==> config.mk <==
export PLATFORM = sky130hd
export DESIGN_NAME = conv_seq_ctrl
export DESIGN_NICKNAME = d
export VERILOG_FILES = /design/src/rtl/conv_seq_ctrl.sv
export SDC_FILE = /design/constraint.sdc
export NUM_CORES = 1
export LEC_CHECK = 0
export CAP_MARGIN = 5
export CORE_MARGIN = 4
export CORE_UTILIZATION = 60
export DETAILED_ROUTE_END_ITERATION = 10
export DONT_BUFFER_PORTS = 1
export GPL_ROUTABILITY_DRIVEN = 0
export PLACE_DENSITY = 0.76
export SYNTH_ARGS = -nofsm -noshare
export SYNTH_HDL_FRONTEND = slang
export SYNTH_SLANG_ARGS = --single-unit
==> constraint.sdc <==
create_clock -name clk_i -period 2.55 [get_ports clk_i]
set_input_delay 0.765 -clock clk_i [delete_from_list [all_inputs] [get_ports clk_i]]
set_output_delay 0.765 -clock clk_i [all_outputs]
set_load 0.01 [all_outputs]
==> src/rtl/conv_seq_ctrl.sv <==
// conv_seq_ctrl: sequencer that loads, kicks and drains one conv core job.
// Optional: define CONV_SEQ_PERF_EN to add the perf_cycles_o job-length counter.
module conv_seq_ctrl #(
   parameter int DATA_W   = 8,
   parameter int IFMAP_N  = 16,
   parameter int FILTER_N = 9,
   parameter int OUT_N    = 4,
   parameter int CORE_LAT = 2
) (
   input  logic              clk_i,
   input  logic              rst_i,
   input  logic              start_i,
   output logic              busy_o,
   output logic              done_o,
   input  logic              ifmap_valid_i,
   input  logic [DATA_W-1:0] ifmap_data_i,
   output logic              ifmap_ready_o,
   input  logic              filter_valid_i,
   input  logic [DATA_W-1:0] filter_data_i,
   output logic              filter_ready_o,
   output logic              core_en_o,
   output logic              core_rst_o,
   output logic              core_done_serial1_o,
   output logic              core_done_serial2_o,
   output logic              core_done_para_o,
   output logic [DATA_W-1:0] core_in_ifmap_o,
   output logic [DATA_W-1:0] core_in_filter_o,
   input  logic [DATA_W-1:0] core_out_i,
   output logic              res_valid_o,
   output logic [DATA_W-1:0] res_data_o
`ifdef CONV_SEQ_PERF_EN
   ,
   output logic [15:0]       perf_cycles_o
`endif
);

   localparam int PARA_N = CORE_LAT + OUT_N;
   localparam int MAX_IF = (IFMAP_N > FILTER_N) ? IFMAP_N : FILTER_N;
   localparam int MAXN   = (MAX_IF > PARA_N) ? MAX_IF : PARA_N;
   localparam int CNT_W  = $clog2(MAXN + 1);

   typedef enum logic [2:0] {
      S_IDLE,
      S_LOAD,
      S_KICK,
      S_COMP,
      S_FIN
   } state_t;

   state_t            state_q;
   logic [CNT_W-1:0]  ifm_cnt_q;
   logic [CNT_W-1:0]  flt_cnt_q;
   logic [CNT_W-1:0]  ph_cnt_q;
   logic [CNT_W-1:0]  ifm_cnt_d;
   logic [CNT_W-1:0]  flt_cnt_d;
   logic              busy_q;
   logic              done_q;
   logic              en_q;
   logic              crst_q;
   logic              para_q;
   logic              s1_q;
   logic              s2_q;
   logic [DATA_W-1:0] in_ifm_q;
   logic [DATA_W-1:0] in_flt_q;
   logic              res_valid_q;
   logic [DATA_W-1:0] res_data_q;
   logic              ifm_rdy;
   logic              flt_rdy;
   logic              hs_i;
   logic              hs_f;
   logic              load_full_d;

   assign ifm_rdy = (state_q == S_LOAD) &&
                    (ifm_cnt_q < CNT_W'(IFMAP_N));
   assign flt_rdy = (state_q == S_LOAD) &&
                    (flt_cnt_q < CNT_W'(FILTER_N));
   assign hs_i    = ifmap_valid_i & ifm_rdy;
   assign hs_f    = filter_valid_i & flt_rdy;

   // Counts after this cycle's handshakes; lets LOAD exit on the last word.
   always_comb begin
      ifm_cnt_d   = hs_i ? ifm_cnt_q + CNT_W'(1) : ifm_cnt_q;
      flt_cnt_d   = hs_f ? flt_cnt_q + CNT_W'(1) : flt_cnt_q;
      load_full_d = (ifm_cnt_d == CNT_W'(IFMAP_N)) &&
                    (flt_cnt_d == CNT_W'(FILTER_N));
   end

   // Job FSM with all core control lines and result stream registered.
   always_ff @(posedge clk_i) begin
      if (rst_i) begin
         state_q     <= S_IDLE;
         ifm_cnt_q   <= '0;
         flt_cnt_q   <= '0;
         ph_cnt_q    <= '0;
         busy_q      <= 1'b0;
         done_q      <= 1'b0;
         en_q        <= 1'b0;
         crst_q      <= 1'b1;
         para_q      <= 1'b0;
         s1_q        <= 1'b0;
         s2_q        <= 1'b0;
         in_ifm_q    <= '0;
         in_flt_q    <= '0;
         res_valid_q <= 1'b0;
         res_data_q  <= '0;
      end else begin
         done_q      <= 1'b0;
         crst_q      <= 1'b0;
         res_valid_q <= 1'b0;
         s1_q        <= hs_i;
         s2_q        <= hs_f;
         if (hs_i) begin
            in_ifm_q <= ifmap_data_i;
         end
         if (hs_f) begin
            in_flt_q <= filter_data_i;
         end
         unique case (state_q)
            S_IDLE: begin
               if (start_i) begin
                  state_q <= S_LOAD;
                  busy_q  <= 1'b1;
                  en_q    <= 1'b1;
               end
            end
            S_LOAD: begin
               ifm_cnt_q <= ifm_cnt_d;
               flt_cnt_q <= flt_cnt_d;
               if (load_full_d) begin
                  state_q <= S_KICK;
                  crst_q  <= 1'b1;
                  para_q  <= 1'b1;
               end
            end
            S_KICK: begin
               state_q  <= S_COMP;
               ph_cnt_q <= '0;
            end
            S_COMP: begin
               ph_cnt_q <= ph_cnt_q + CNT_W'(1);
               if (ph_cnt_q >= CNT_W'(CORE_LAT)) begin
                  res_valid_q <= 1'b1;
                  res_data_q  <= core_out_i;
               end
               if (ph_cnt_q == CNT_W'(PARA_N - 1)) begin
                  state_q <= S_FIN;
                  para_q  <= 1'b0;
                  done_q  <= 1'b1;
               end
            end
            S_FIN: begin
               state_q   <= S_IDLE;
               busy_q    <= 1'b0;
               en_q      <= 1'b0;
               ifm_cnt_q <= '0;
               flt_cnt_q <= '0;
               ph_cnt_q  <= '0;
            end
            default: begin
               state_q <= S_IDLE;
            end
         endcase
      end
   end

`ifdef CONV_SEQ_PERF_EN
   logic [15:0] perf_q;

   // Job length from start accept through done, saturating, held while idle.
   always_ff @(posedge clk_i) begin
      if (rst_i) begin
         perf_q <= '0;
      end else if (state_q == S_IDLE && start_i) begin
         perf_q <= 16'd1;
      end else if (busy_q && perf_q != 16'hFFFF) begin
         perf_q <= perf_q + 16'd1;
      end
   end

   assign perf_cycles_o = perf_q;
`endif

   assign busy_o              = busy_q;
   assign done_o              = done_q;
   assign ifmap_ready_o       = ifm_rdy;
   assign filter_ready_o      = flt_rdy;
   assign core_en_o           = en_q;
   assign core_rst_o          = crst_q;
   assign core_done_serial1_o = s1_q;
   assign core_done_serial2_o = s2_q;
   assign core_done_para_o    = para_q;
   assign core_in_ifmap_o     = in_ifm_q;
   assign core_in_filter_o    = in_flt_q;
   assign res_valid_o         = res_valid_q;
   assign res_data_o          = res_data_q;

endmodule
== Word level (Yosys, flattened, before mapping) ==
Index checks and enable logic that the tools add are counted.

* Memories: 0
* Input bits: 29
* ROM bits: 0
* Memory bits (writable): 0
* Latch bits: 0
* Output and inout port bits: 34
* Register bits: 49

* Reductions and logical operators: 14
* Shifts and indexed selects: 0
* Equal/unequal tests: 10
* Magnitude comparators: 3
* Bitwise operators: 3
* Div/mod/pow operators: 0
* Multipliers: 0
* $add $sub $neg: 3
* Multiplexer cells: 18

{| class="wikitable"
|+ Operators with widths
! cell !! number
|-
| 5-bit case mux with 2 select lines || 3
|-
| 5-bit by 1-bit adder with 5-bit output (second input constant) || 3
|-
| 3-bit case mux with 4 select lines || 1
|-
| 5-bit two-way mux || 2
|-
| 3-bit two-way mux || 3
|-
| 2-bit nonzero test || 4
|-
| 1-bit two-way mux || 7
|-
| 3-bit by 2-bit == test with 1-bit output (second input constant) || 2
|-
| 2-bit != test (second input constant) || 3
|-
| 3-bit AND reduction || 2
|-
| 5-bit by 3-bit == test with 1-bit output (second input constant) || 1
|-
| 5-bit by 4-bit == test with 1-bit output (second input constant) || 1
|-
| 5-bit == test (second input constant) || 1
|-
| 5-bit by 2-bit >= comparator with 1-bit output (second input constant) || 1
|-
| 5-bit by 4-bit less-than comparator with 1-bit output (second input constant) || 1
|-
| 5-bit less-than comparator (second input constant) || 1
|-
| 1-bit case mux with 2 select lines || 2
|-
| 2-bit AND reduction || 2
|-
| 2-bit OR reduction || 2
|-
| 3-bit by 1-bit == test with 1-bit output (second input constant) || 1
|-
| 3-bit == test (second input constant) || 1
|-
| 1-bit logical AND || 3
|-
| 3-bit zero test || 1
|-
| 1-bit AND || 2
|-
| 1-bit NOT || 1
|}

== Logic depth before layout (Yosys ltp) ==
* Word-level depth: 8
* Gate-level depth with buffers: 8
* Depth with buffers taken out: 7

== Least setup slack after synthesis ==
OpenSTA, ideal clock, no wires.

* Path kind: input port to flip-flop
* Start point: in ifmap_valid_i
* End point: reg state_q[0]
* Stages: 5
* Path buffers: 0
* Arrival time: 2039 ps
* Setup time: 120 ps
* Setup slack: 392 ps
* Cell sequence: or4bb_1 -> o31a_1 -> nor3b_1 -> nand3_1 -> o31a_1

* Cells in the longest elaborated chain, start to end: 6

{| class="wikitable"
|+ Ends and longest elaborated chain
! element !! RTL line !! text
|-
| start, declared || 15 || <nowiki>input logic ifmap_valid_i,</nowiki>
|-
| 1-bit AND || 77 || <nowiki>assign hs_i = ifmap_valid_i & ifm_rdy;</nowiki>
|-
| 5-bit two-way mux || 82 || <nowiki>ifm_cnt_d = hs_i ? ifm_cnt_q + CNT_W'(1) : ifm_cnt_q;</nowiki>
|-
| 5-bit == test || 84 || <nowiki>load_full_d = (ifm_cnt_d == CNT_W'(IFMAP_N)) &&</nowiki>
|-
| 1-bit logical AND || 84 ||
|-
| 2-bit != test (no source line) || n/a ||
|-
| 3-bit AND reduction (no source line) || n/a ||
|-
| end signal, assigned || 91 || <nowiki>state_q <= S_IDLE;</nowiki>
|-
| end signal, assigned || 121 || <nowiki>state_q <= S_LOAD;</nowiki>
|-
| end signal, assigned || 130 || <nowiki>state_q <= S_KICK;</nowiki>
|-
| end, declared || 50 || <nowiki>state_t state_q;</nowiki>
|}

Every way passes these cells.
A chain may end at the register's enable or synchronous reset.

== Worst setup path in the final report ==
* Start point: reg state_q[2]
* End point: out filter_ready_o

* Cells in the longest elaborated chain, start to end: 2

{| class="wikitable"
|+ Ends and longest elaborated chain
! element !! RTL line !! text
|-
| 3-bit by 1-bit == test with 1-bit output || 75 || <nowiki>assign flt_rdy = (state_q == S_LOAD) &&</nowiki>
|-
| 1-bit logical AND || 75 ||
|-
| end, declared || 20 || <nowiki>output logic filter_ready_o,</nowiki>
|}

Every way passes these cells.

==> flow_metrics.py <==
metrics = {
    "run_status": {
        "outcome": "completed",
    },
    "sta": {
        "timing.final.max_slew_violations": 0,
        "period_needed_ns": 2.409,
        "headroom_to_the_max_slew_limit_pct": 65.31,
        "hold_viol_final": 0,
        "fin_tns_setup_ns": 0,
        "upper_clock_frequency_limit_ghz": 0.4151,
        "timing.final.setup_violations": 0,
        "worst-slew-pin-transition_ns": 0.5189,
        "finalClockSkew_ns": 0.01056,
        "fin_hold_ws_ns": 0.4443,
        "rsz0062_at_grt": "no",
        "finalCritPeriodShare_pct": 94.46,
    },
    "clock_network": {
        "tritoncts": "yes",
        "ctsResizeCount": 0,
        "maximum_root_to_sink_buffer_count": 2,
        "htree_num_levels": 2,
        "ctsRootBufferMaster": "clkbuf_4",
        "post_cts.repair.setup_buffers": 0,
        "cts_hold_repair.buffers": 0,
        "clkLatencyLatePin_ns": 0.36,
        "clk_pin_slew_ns": 0.14,
        "cts_sinks": 49,
        "cts-buffers-inserted": 5,
    },
    "yosys": {
        "synth-edff-count": 0,
        "synthesis.nets": 296,
        "async_reset_ff_share_pct": 0,
        "yosysWarnings": 0,
        "seq_area_frac_synth_pct": 46.14,
        "yosysUniqueCellTypes": 39,
        "synth-main-ff-cell": "dfxtp_1",
        "number_of_instances_in_the_synthesized_netlist": 262,
        "synth.avg_cell_area_um2": 8.114,
        "synthesis.area_um2": 2126,
        "synth.ff_latch_count": 49,
    },
    "floorplan": {
        "fp.dieW_um": 67.52,
        "start_util_pct": 62.72,
        "rows": 21,
        "io_pins": 63,
        "die_area_um2": 4559,
        "chipHeight_um": 67.52,
        "fp.coreArea_um2": 3390,
    },
    "hold_path": {
        "hold_path_depth": 1,
        "worstHoldPathType": "in -> reg",
    },
    "route": {
        "drt_first_iter_violations": 111,
        "drc_errors": 0,
        "drt-vias-per-instance": 5.808,
        "drt-pass1-iter-count": 4,
        "vias": 1789,
        "ant_nets": 0,
        "detail_route.wl_per_cell_um": 14.30,
        "wl_um": 4405,
    },
    "worst_setup_path": {
        "cp.arrival_ns": 1.64,
        "critPathKind": "reg -> out",
        "critical_path.endpoint_type": "output port",
        "setup.worst_path.start_class": "flop",
        "crit_fanout": 12,
        "reg2reg_depth": 6,
        "worst_ep_required_time_ns": 1.79,
    },
    "place": {
        "hpwl_reported_at_the_end_of_detailed_placement_um": 3188,
        "buffer_ports.inserted": 0,
    },
    "pwr": {
        "pwr_density_cell_nw_per_um2": 590.8,
        "p_leak_uw": 0.0008762,
        "design_power_total_uw": 1335,
        "vdd_drop_max_mv": 0.4255,
    },
    "layout": {
        "finish.net_count": 295,
        "post-route-util_pct": 66.67,
        "post_route_cells_drive_above_1_share_pct": 6.489,
        "layout.cells.most_common_list": "nand2_1 (50), dfxtp_1 (49), nor2_1 (34)",
        "area_growth_from_synthesis_to_layout_pct": 6.298,
        "diodes": 0,
        "layout.cells.most_common": "nand2_1",
    },
    "global_route": {
        "gr-usage-all-layers_pct": 20.63,
        "grt_antenna_before_repair": 0,
        "first_global_vias": 1624,
        "first_pass_grt_wire_length_um": 7141,
        "grt.overflow.total": 0,
        "grt_start_max_net_pins": 49,
    },
    "flow_run": {
        "maxCapViolCount": 0,
    },
}
[power by group]
| part | switching, uW | total, uW | internal, uW |
|---|---|---|---|
| registers | 20.1 | 803 | 783 |
| clock network | 246 | 454 | 208 |
| logic | 47.1 | 78.1 | 31.0 |
[critical path: stages (launching register included)]
cell and delay (ns):
dfxtp_1 0.38, or3b_1 0.37, buf_4 0.18, nor3_1 0.34
[kinds of logic after synthesis]
logic type      count (synthesis)  share of synthesized area [%]
buf+inv                        20                          3.708
compound gates                 60                          17.66
simple gates                  119                          25.37
flops                          49                          46.14
xor+xnor                        1                         0.4121
mux                             8                          3.767
fa+ha+maj                       5                          2.943
[final timing paths]
path / start / to / slack (ns)
setup / recovery: state_q[2] / filter_ready_o / 0.14
hold / removal: rst_i / ph_cnt_q[2] / 0.44
setup reg to reg: ifm_cnt_q[0] / state_q[0] / 0.36
hold reg to reg: core_in_ifmap_o[0] / core_in_ifmap_o[0] / 0.51
[synthesized netlist by cell type (2+ instances only)]
master,n,area share [%]
a21o_1,2,0.71
a21oi_1,29,6.8
a22oi_1,4,1.4
a311oi_1,3,1.2
a41o_1,2,0.94
buf_1,2,0.35
clkbuf_1,12,2.1
dfxtp_1,49,46
ha_1,5,2.9
inv_1,5,0.88
mux2i_1,8,3.8
nand2_1,50,8.8
nand2b_1,4,1.2
nand3_1,9,2.1
nand4_1,2,0.59
nor2_1,34,6.0
nor2b_1,2,0.59
nor3_1,4,0.94
nor3b_1,3,1.1
nor4_1,2,0.59
o21ai_0,9,2.1
o31a_1,4,1.6
o31ai_1,2,0.71
[through the flow]
step | worst slack, ns | instance area, um2 | std cells
2_1_floorplan | 0.3916 | 2126 | 262
3_3_place_gp | 0.3307 | 2176 | 300
3_5_place_dp | 0.2963 | 2176 | 300
4_1_cts | 0.1382 | 2260 | 308
5_1_grt | 0.02701 | 2260 | 308
6_report | 0.1412 | 2260 | 308
[flip-flops by register name, indices dropped and copies added (netlist names)]
name	count
ifm_cnt_q	5
res_valid_o	1
core_en_o	1
flt_cnt_q	5
core_in_filter_o	8
done_o	1
core_in_ifmap_o	8
res_data_o	8
ph_cnt_q	5
state_q	3
core_rst_o	1
core_done_serial1_o	1
core_done_para_o	1
core_done_serial2_o	1
[layout make-up]
type | instances | area, um2
clock buffer | 5 | 37.54
clock inverter | 3 | 46.29
fill | 298 | 1130
inverter | 5 | 18.77
multi-input combinational | 193 | 1066
sequential | 49 | 980.9
tap | 46 | 57.56
timing repair buffer | 7 | 52.55
[routing by layer]
metal | track usage, % | share of wire, %
met5 | 0 | 0
met4 | 7.089 | 1.1
met3 | 8.652 | 9.1
met2 | 34.39 | 49
met1 | 23.60 | 41
(Power assumes the default switching activity.)
